==> src/rtl/jtag_tap_sampled.sv <==
// JTAG TAP controller driven by an oversampled tck. It provides the 1149.1 FSM, IR, BYPASS,
// optional IDCODE (enabled by JTAG_TAP_IDCODE_EN) and strobes for one user data register.
module jtag_tap_sampled #(
    parameter int                  IR_WIDTH     = 4,
    parameter logic [31:0]         IDCODE_VALUE = 32'h149511C3,
    parameter logic [IR_WIDTH-1:0] IDCODE_IR    = 'h1,
    parameter logic [IR_WIDTH-1:0] USER_IR      = 'h8
) (
    input  logic       clk,
    input  logic       rst,
    input  logic       tck,
    input  logic       tms,
    input  logic       tdi,
    output logic       tdo,
    output logic       tdo_oe,
    output logic [3:0] tap_state,
    output logic       user_sel,
    output logic       capture_dr,
    output logic       shift_dr,
    output logic       update_dr,
    output logic       dr_tdi,
    input  logic       user_tdo
);

    typedef enum logic [3:0] {
        TLR      = 4'hF,
        RTI      = 4'hC,
        SEL_DR   = 4'h7,
        CAP_DR   = 4'h6,
        SH_DR    = 4'h2,
        EX1_DR   = 4'h1,
        PAUSE_DR = 4'h3,
        EX2_DR   = 4'h0,
        UPD_DR   = 4'h5,
        SEL_IR   = 4'h4,
        CAP_IR   = 4'hE,
        SH_IR    = 4'hA,
        EX1_IR   = 4'h9,
        PAUSE_IR = 4'hB,
        EX2_IR   = 4'h8,
        UPD_IR   = 4'hD
    } tap_state_e;

`ifdef JTAG_TAP_IDCODE_EN
    localparam logic [IR_WIDTH-1:0] IR_RESET = IDCODE_IR;
`else
    localparam logic [IR_WIDTH-1:0] IR_RESET = '1;
`endif
    localparam logic [IR_WIDTH-1:0] IR_CAPTURE = {{(IR_WIDTH-1){1'b0}}, 1'b1};

    if (IR_WIDTH < 2 || IDCODE_VALUE[0] != 1'b1 || IDCODE_IR == USER_IR) begin : g_param_check
        $error("jtag_tap_sampled: illegal parameter combination");
    end

    // ------------------------------------------------------------------
    // Pin synchronizers; tck gets a third stage so edges are seen once.
    // ------------------------------------------------------------------
    logic [2:0] tck_sync;
    logic [1:0] tms_sync;
    logic [1:0] tdi_sync;
    logic       rise;
    logic       fall;
    logic       tms_s;
    logic       tdi_s;

    always_ff @(posedge clk or posedge rst) begin
        if (rst) begin
            tck_sync <= '0;
            tms_sync <= '0;
            tdi_sync <= '0;
        end else begin
            tck_sync <= {tck_sync[1:0], tck};
            tms_sync <= {tms_sync[0], tms};
            tdi_sync <= {tdi_sync[0], tdi};
        end
    end

    assign rise  = tck_sync[1] & ~tck_sync[2];
    assign fall  = ~tck_sync[1] & tck_sync[2];
    assign tms_s = tms_sync[1];
    assign tdi_s = tdi_sync[1];

    // ------------------------------------------------------------------
    // TAP state machine
    // ------------------------------------------------------------------
    tap_state_e state;
    tap_state_e state_next;

    always_ff @(posedge clk or posedge rst) begin
        if (rst) begin
            state <= TLR;
        end else begin
            state <= state_next;
        end
    end

    always_comb begin
        state_next = state;
        if (rise) begin
            case (state)
                TLR:      state_next = tms_s ? TLR    : RTI;
                RTI:      state_next = tms_s ? SEL_DR : RTI;
                SEL_DR:   state_next = tms_s ? SEL_IR : CAP_DR;
                CAP_DR:   state_next = tms_s ? EX1_DR : SH_DR;
                SH_DR:    state_next = tms_s ? EX1_DR : SH_DR;
                EX1_DR:   state_next = tms_s ? UPD_DR : PAUSE_DR;
                PAUSE_DR: state_next = tms_s ? EX2_DR : PAUSE_DR;
                EX2_DR:   state_next = tms_s ? UPD_DR : SH_DR;
                UPD_DR:   state_next = tms_s ? SEL_DR : RTI;
                SEL_IR:   state_next = tms_s ? TLR    : CAP_IR;
                CAP_IR:   state_next = tms_s ? EX1_IR : SH_IR;
                SH_IR:    state_next = tms_s ? EX1_IR : SH_IR;
                EX1_IR:   state_next = tms_s ? UPD_IR : PAUSE_IR;
                PAUSE_IR: state_next = tms_s ? EX2_IR : PAUSE_IR;
                EX2_IR:   state_next = tms_s ? UPD_IR : SH_IR;
                UPD_IR:   state_next = tms_s ? SEL_DR : RTI;
                default:  state_next = TLR;
            endcase
        end
    end

    assign tap_state = state;

    logic in_shift;
    assign in_shift = (state == SH_DR) || (state == SH_IR);

    // ------------------------------------------------------------------
    // Instruction register
    // ------------------------------------------------------------------
    logic [IR_WIDTH-1:0] ir_sr;
    logic [IR_WIDTH-1:0] ir;

    always_ff @(posedge clk or posedge rst) begin
        if (rst) begin
            ir_sr <= IR_CAPTURE;
            ir    <= IR_RESET;
        end else begin
            if (rise && state == CAP_IR) begin
                ir_sr <= IR_CAPTURE;
            end else if (rise && state == SH_IR) begin
                ir_sr <= {tdi_s, ir_sr[IR_WIDTH-1:1]};
            end
            if (state == TLR) begin
                ir <= IR_RESET;
            end else if (fall && state == UPD_IR) begin
                ir <= ir_sr;
            end
        end
    end

    // ------------------------------------------------------------------
    // Data register selection and the internal data registers
    // ------------------------------------------------------------------
    logic sel_bypass;
    logic bypass_sr;
    logic shift_lsb;

    assign user_sel = (ir == USER_IR);

`ifdef JTAG_TAP_IDCODE_EN
    logic        sel_idcode;
    logic [31:0] idcode_sr;

    assign sel_idcode = ~user_sel & (ir == IDCODE_IR);
    assign sel_bypass = ~user_sel & ~sel_idcode;

    always_ff @(posedge clk or posedge rst) begin
        if (rst) begin
            idcode_sr <= IDCODE_VALUE;
        end else if (rise && sel_idcode) begin
            if (state == CAP_DR) begin
                idcode_sr <= IDCODE_VALUE;
            end else if (state == SH_DR) begin
                idcode_sr <= {tdi_s, idcode_sr[31:1]};
            end
        end
    end
`else
    assign sel_bypass = ~user_sel;
`endif

    always_ff @(posedge clk or posedge rst) begin
        if (rst) begin
            bypass_sr <= 1'b0;
        end else if (rise && sel_bypass) begin
            if (state == CAP_DR) begin
                bypass_sr <= 1'b0;
            end else if (state == SH_DR) begin
                bypass_sr <= tdi_s;
            end
        end
    end

    // IR scans always drive the IR LSB; DR scans use whichever register is selected.
    always_comb begin
        shift_lsb = bypass_sr;
        if (state == SH_IR) begin
            shift_lsb = ir_sr[0];
        end else if (user_sel) begin
            shift_lsb = user_tdo;
`ifdef JTAG_TAP_IDCODE_EN
        end else if (sel_idcode) begin
            shift_lsb = idcode_sr[0];
`endif
        end
    end

    // ------------------------------------------------------------------
    // Serial output, registered on the falling tck edge
    // ------------------------------------------------------------------
    always_ff @(posedge clk or posedge rst) begin
        if (rst) begin
            tdo    <= 1'b0;
            tdo_oe <= 1'b0;
        end else if (fall) begin
            tdo_oe <= in_shift;
            if (in_shift) begin
                tdo <= shift_lsb;
            end
        end
    end

    // ------------------------------------------------------------------
    // User data-register strobes: one clk wide, one per qualifying edge
    // ------------------------------------------------------------------
    logic shift_hit;
    assign shift_hit = rise && (state == SH_DR) && user_sel;

    always_ff @(posedge clk or posedge rst) begin
        if (rst) begin
            capture_dr <= 1'b0;
            shift_dr   <= 1'b0;
            update_dr  <= 1'b0;
            dr_tdi     <= 1'b0;
        end else begin
            capture_dr <= rise && (state == CAP_DR) && user_sel;
            shift_dr   <= shift_hit;
            update_dr  <= fall && (state == UPD_DR) && user_sel;
            if (shift_hit) begin
                dr_tdi <= tdi_s;
            end
        end
    end

endmodule
==> config.mk <==
export PLATFORM = sky130hd
export DESIGN_NAME = jtag_tap_sampled
export DESIGN_NICKNAME = d
export VERILOG_FILES = /design/src/rtl/jtag_tap_sampled.sv
export SDC_FILE = /design/constraint.sdc
export NUM_CORES = 1
export LEC_CHECK = 0
export ABC_AREA = 1
export BUFFER_PORTS_ARGS = -buffer_cell sky130_fd_sc_hd__buf_4
export CORE_ASPECT_RATIO = 1.4
export CORE_UTILIZATION = 30
export DETAILED_ROUTE_END_ITERATION = 12
export PLACE_DENSITY = 0.59
export SETUP_SLACK_MARGIN = 0.15
export SYNTH_ARGS = -nofsm -noshare
export SYNTH_HDL_FRONTEND = slang
export SYNTH_SLANG_ARGS = --single-unit
==> constraint.sdc <==
create_clock -name clk -period 1.9 [get_ports clk]
set_clock_uncertainty 0.15 [all_clocks]
set_input_delay 0.57 -clock clk [delete_from_list [all_inputs] [get_ports clk]]
set_output_delay 0.57 -clock clk [all_outputs]
set_load 0.02 [all_outputs]
==> results.sh, run 1 <==
export IMPL_status="finished, final reports clean"
export IMPL_gp_congestion=0.8417
export IMPL_grt_use_total_pct=14.17
export IMPL_final_common_cell="nand2_1"
export IMPL_cts_root_buf="clkbuf_8"
export IMPL_layout_common_cells="27 x nand2_1, 25 x buf_4, 18 x inv_1"
export IMPL_h_tree_depth=1
export IMPL_dr_pass1_iters=4
export IMPL_wl_met1_mm=1.055
export IMPL_r2r_start="ir[3]$_DFFE_PP1P_"
export IMPL_drc=0
export IMPL_path_class="flop to output port"
export IMPL_vias_per_cell=4.604
export IMPL_fp_dieW_um=54.04
export IMPL_setup_violations=0
export IMPL_ys_seq_area_share_pct=58.20
export IMPL_dieHeight_um=74.86
export IMPL_hold_path_class="input port to asynchronous set/reset pin"
export IMPL_design_power_total_mw=2.129
export IMPL_avgRoutedWirePerCell_um=11.80
export IMPL_cp_cell_sequence="inv_2, nor2_4, nand2_2, inv_2, buf_6"
export IMPL_start_util_pct=31.22
export IMPL_clk_pin_slew_worst_paths_ns=0.09
export IMPL_fin_hold_ws_ns=0.1904
export IMPL_r2r_slack_ns=0.06
export IMPL_grt_remaining_overflow=0
export IMPL_placementRows=26
export IMPL_grt_max_degree=27
export IMPL_ioPinCount=17
export IMPL_yosysUniqueCellTypes=17
export IMPL_critPathMaxFanout=2
export IMPL_rsz0062_at_grt="true"
export IMPL_synth_cells=132
export IMPL_peakVddDrop_mv=0.5847
export IMPL_cts_num_sinks=26
export IMPL_crit_slowest_cell="dfstp_2"
export IMPL_grt_pass1_vias=934
export IMPL_insertion_delay_ns=0.28
export IMPL_reg2reg_to="dr_tdi$_DFFE_PP0P_"
export IMPL_met3RoutedLength_um=87
export IMPL_area_growth_pct=31.79
export IMPL_clk_path_buf_depth=2
export IMPL_cts_hold_fix_buffers=0
export IMPL_critical_path_required_ns=1.18
export IMPL_diodes=0
export IMPL_grt_pass1_wl_mm=4.119
export IMPL_period_share_pct=99.35
export IMPL_endpoint_kind="output port"
export IMPL_yosys_warnings=0
export IMPL_leakagePower_nw=0.7531
export IMPL_finalHoldViolCount=0
export IMPL_hpwl_mm=1.647
export IMPL_core_area_mm2=0.003643
export IMPL_max_cap_violations=0
export IMPL_dr_wl_met2_mm=1.255
export IMPL_synth_area_mm2=0.001137
export IMPL_cts_buffers=3
export IMPL_cpPeakStageDelay_ns=0.54
export IMPL_power_density_mw_per_mm2=1420
export IMPL_final_antenna_net_count=0
export IMPL_worst_pin_slew_ns=0.3289
export IMPL_drive_gt1_share_pct=34.55
export IMPL_fin_nets=172
export IMPL_cpMostUsedCell="inv_2"
export IMPL_port_buffers=16
export IMPL_die_area_mm2=0.004045
export IMPL_syn_area_per_cell_um2=8.616
export IMPL_crit_start="ir[3]$_DFFE_PP1P_"
export IMPL_routed_wl_mm=2.443
export IMPL_relSlewSlack_pct=78.07
export IMPL_worstPathArrival_ns=1.17
export IMPL_slew_viol_final=0
export IMPL_reg2reg_depth=11
export IMPL_synth_seq_cells=26
export IMPL_fmax_mhz=529.7
export IMPL_critPathLaunchType="flop"
export IMPL_antenna_found_initial=0
export IMPL_worstSetupEndpoint="user_sel"
export IMPL_cts_tree="built"
export IMPL_top_layer_used="met4"
export IMPL_min_period_ns=1.888
export IMPL_synthesis_nets=138
export IMPL_via_count=953
export IMPL_drt_iter0_drc=37
repair_timing:
item                       4_1_cts  5_1_grt
resized for setup                7        6
buffers inserted                10        2
pin swaps                        3        5
setup endpoints to repair        4        4
critical path: cells and delay by family (launching register included):
family,cells,cell delay (ns)
DFF,1,0.54
buffers and inverters,3,0.20
and+or+nand+nor,2,0.17
cell usage after synthesis (all sizes together):
cell type	n	share of area, %
a21oi	7	4.1
dfrtp	17	37
dfstp	9	21
inv	22	7.3
nand2	30	10
nand3	12	5.3
nand4	1	0.55
nor2	19	7.4
nor3	1	0.44
nor4	1	0.55
o21ai	12	5.3
o31ai	1	0.66
layer usage:
layer	vias to the layer above	GRT usage (%)
met5	-	0
met4	0	5.983
met3	5	2.424
met2	25	23.59
met1	443	17.77
li1	480	-
flip-flops by register name, indices dropped and copies added, names as in the netlist:
name,cells
tms_sync,2
shift_dr,1
bypass_sr,1
dr_tdi,1
tap_state,4
tdo,1
tck_sync,3
ir,4
tdo_oe,1
update_dr,1
capture_dr,1
tdi_sync,2
ir_sr,4
report_power, final:
part           switching [mW]  leakage [nW]  total (mW)  internal (mW)
clock network           0.178        0.0288       0.363          0.186
logic                   0.541         0.414       0.937          0.395
registers              0.0870         0.310       0.829          0.742
metrics by stage:
stage                     cells  area (µm²)  util, %  setup TNS [ns]  setup slack, ns
after floorplan             132        1137        -               0           0.2366
after global placement      191        1318    36.16               0           0.1567
after detailed placement    191        1318    36.16               0           0.1305
after CTS                   205        1461    40.11       -0.004745        -0.004745
after global routing        207        1499    41.14        -0.05993         -0.03944
final                       207        1499    41.14               0          0.01226
worst min-delay path by stage:
stage | slack (ns) | to
final | 0.19 | capture_dr$_DFF_PP0_
after global routing | 0.21 | tms_sync[1]$_DFF_PP0_
after CTS | 0.20 | capture_dr$_DFF_PP0_
after detailed placement | 0.18 | tdi_sync[1]$_DFF_PP0_
after global placement | 0.18 | tdi_sync[1]$_DFF_PP0_
after floorplan | 0.18 | tck_sync[1]$_DFF_PP0_
logic make-up (layout without fill, tap and decap cells):
| group | Yosys count | after routing | synth area share [%] |
|---|---|---|---|
| and+or+nand+nor | 64 | 64 | 24.53 |
| buffers and inverters | 22 | 55 | 7.261 |
| AOI/OAI and AO/OA | 20 | 20 | 10.01 |
| DFF | 26 | 26 | 58.20 |
area by class of cell:
class                      count  area, µm²
multi-input combinational     84      414.1
inverter                      22      82.58
timing repair buffer          29      232.7
sequential                    26      661.9
tap                           42      52.55
clock buffer                   4      55.05
fill                         380       2145
Note: power is estimated with default switching activity, not from simulation.
==> inputs of run 2 (changes only) <==
==> constraint.sdc (replaced) <==
create_clock -name clk -period 1.9 [get_ports clk]
set_clock_uncertainty 0.15 [all_clocks]
set_input_delay 0.38 -clock clk [delete_from_list [all_inputs] [get_ports clk]]
set_output_delay 0.38 -clock clk [all_outputs]
set_load 0.02 [all_outputs]
==> results.sh, run 2 (synthesis results as in run 1) <==
export IMPL_diodes=0
export IMPL_finalHoldViolCount=0
export IMPL_nFillCells=369
export IMPL_drt_iter0_drc=20
export IMPL_die_area_mm2=0.004045
export IMPL_grt_max_degree=27
export IMPL_via_count=922
export IMPL_core_area_mm2=0.003643
export IMPL_area_growth_pct=26.18
export IMPL_cts_num_sinks=26
export IMPL_max_cap_violations=0
export IMPL_grt_remaining_overflow=0
export IMPL_h_tree_depth=1
export IMPL_worst_pin_slew_ns=0.3396
export IMPL_endpoint_kind="output port"
export IMPL_placedInstanceArea_mm2=0.001318
export IMPL_dr_pass1_iters=5
export IMPL_cpPeakStageDelay_ns=0.54
export IMPL_min_period_ns=1.682
export IMPL_status="finished, final reports clean"
export IMPL_critical_path_required_ns=1.37
export IMPL_crit_slowest_cell="dfstp_2"
export IMPL_setup_violations=0
export IMPL_path_class="flop to output port"
export IMPL_dieHeight_um=74.86
export IMPL_peakVddDrop_mv=0.5911
export IMPL_clk_path_buf_depth=2
export IMPL_avgRoutedWirePerCell_um=12.02
export IMPL_cts_buffers=3
export IMPL_port_buffers=16
export IMPL_start_util_pct=31.22
export IMPL_slew_viol_final=0
export IMPL_cts_hold_fix_buffers=0
export IMPL_fin_ws_ns=0.2179
export IMPL_critPathMaxFanout=2
export IMPL_fp_dieW_um=54.04
export IMPL_drc=0
export IMPL_dp_cells=191
export IMPL_layout_common_cells="27 x nand2_1, 20 x buf_4, 18 x inv_1"
export IMPL_ioPinCount=17
export IMPL_insertion_delay_ns=0.27
export IMPL_leakagePower_nw=0.7134
export IMPL_reg2reg_depth=9
export IMPL_cpMostUsedCell="inv_2"
export IMPL_fin_nets=164
export IMPL_grt_pass1_wl_mm=3.815
export IMPL_final_antenna_net_count=0
export IMPL_relSlewSlack_pct=77.36
export IMPL_drive_gt1_share_pct=29.94
export IMPL_fmax_mhz=594.5
export IMPL_period_share_pct=88.53
export IMPL_cp_cell_sequence="inv_2, nor2_4, nand2_2, inv_2, buf_6"
export IMPL_final_cell_count_no_fill=199
export IMPL_cts_root_buf="clkbuf_8"
export IMPL_pre_cts_ws_ns=0.3314
export IMPL_regArea_um2=661.9
export IMPL_tns_ns=0
export IMPL_clk_pin_slew_worst_paths_ns=0.09
export IMPL_rsz0062_at_grt="false"
export IMPL_hpwl_mm=1.719
export IMPL_hold_path_class="input port to asynchronous set/reset pin"
export IMPL_vias_per_cell=4.633
export IMPL_gp_congestion=0.8050
export IMPL_grt_pass1_vias=906
export IMPL_antenna_found_initial=0
export IMPL_cts_tree="built"
export IMPL_final_common_cell="nand2_1"
export IMPL_worstPathArrival_ns=1.15
export IMPL_power_density_mw_per_mm2=1450
export IMPL_routed_wl_mm=2.392
export IMPL_design_power_total_mw=2.081
export IMPL_critPathLaunchType="flop"
export IMPL_multi_input_area_um2=405.4
export IMPL_grt_use_total_pct=13.17
export IMPL_placementRows=26
export IMPL_fin_area_mm2=0.001435
==> run 2: timing repair <==
action	4_1_cts	5_1_grt
pin swaps	1	1
setup endpoints to repair	1	1
gates resized for setup	6	1
buffers inserted	3	1
==> run 2: path summary, 6_finish.rpt <==
kind	start	end	slack (ns)
min reg2reg	tdi_sync[0]$_DFF_PP0_	tdi_sync[1]$_DFF_PP0_	0.20
min in group clk	tdi	tdi_sync[0]$_DFF_PP0_	0.06
max in group asynchronous	rst	tap_state[3]$_DFFE_PP1P_	1.29
max	ir[3]$_DFFE_PP1P_	user_sel	0.22
max reg2reg	ir[3]$_DFFE_PP1P_	tdo$_DFFE_PP0P_	0.29
min	rst	dr_tdi$_DFFE_PP0P_	0.01
==> run 2: stage by stage <==
step	hold slack, ns	utilization, %
2_1_floorplan	0.1812	-
3_3_place_gp	0.1824	36.16
3_5_place_dp	0.1858	36.16
4_1_cts	0.01956	39.11
5_1_grt	0.04306	39.39
6_report	0.01296	39.39
==> run 2: cell type report <==
cell class	instances	share of cell area (%)
well taps	42	3.662
multi-input cells	84	28.25
repair buffers	21	11.25
clock inverters	1	2.092
flip-flops and latches	26	46.12
inverters	22	5.754
clock buffers	3	2.877
==> run 2: metal layers <==
metal	vias up	GRT usage, %	part of all wire [%]
met5	-	0	0
met4	0	6.553	1.5
li1	468	-	-
met2	20	22.63	51
met3	4	2.424	2.6
met1	430	15.32	45
==> run 2: critical path, delay by kind of cell (launching register included) <==
kind                   cells  cell delay, ns
buffers and inverters      3            0.19
AND/OR/NAND/NOR            2            0.15
flip-flops                 1            0.54
==> run 2: power by group <==
part	internal [mW]	switching, mW
logic	0.283	0.460
registers	0.745	0.133
clock network	0.282	0.178
total	1.31	0.771
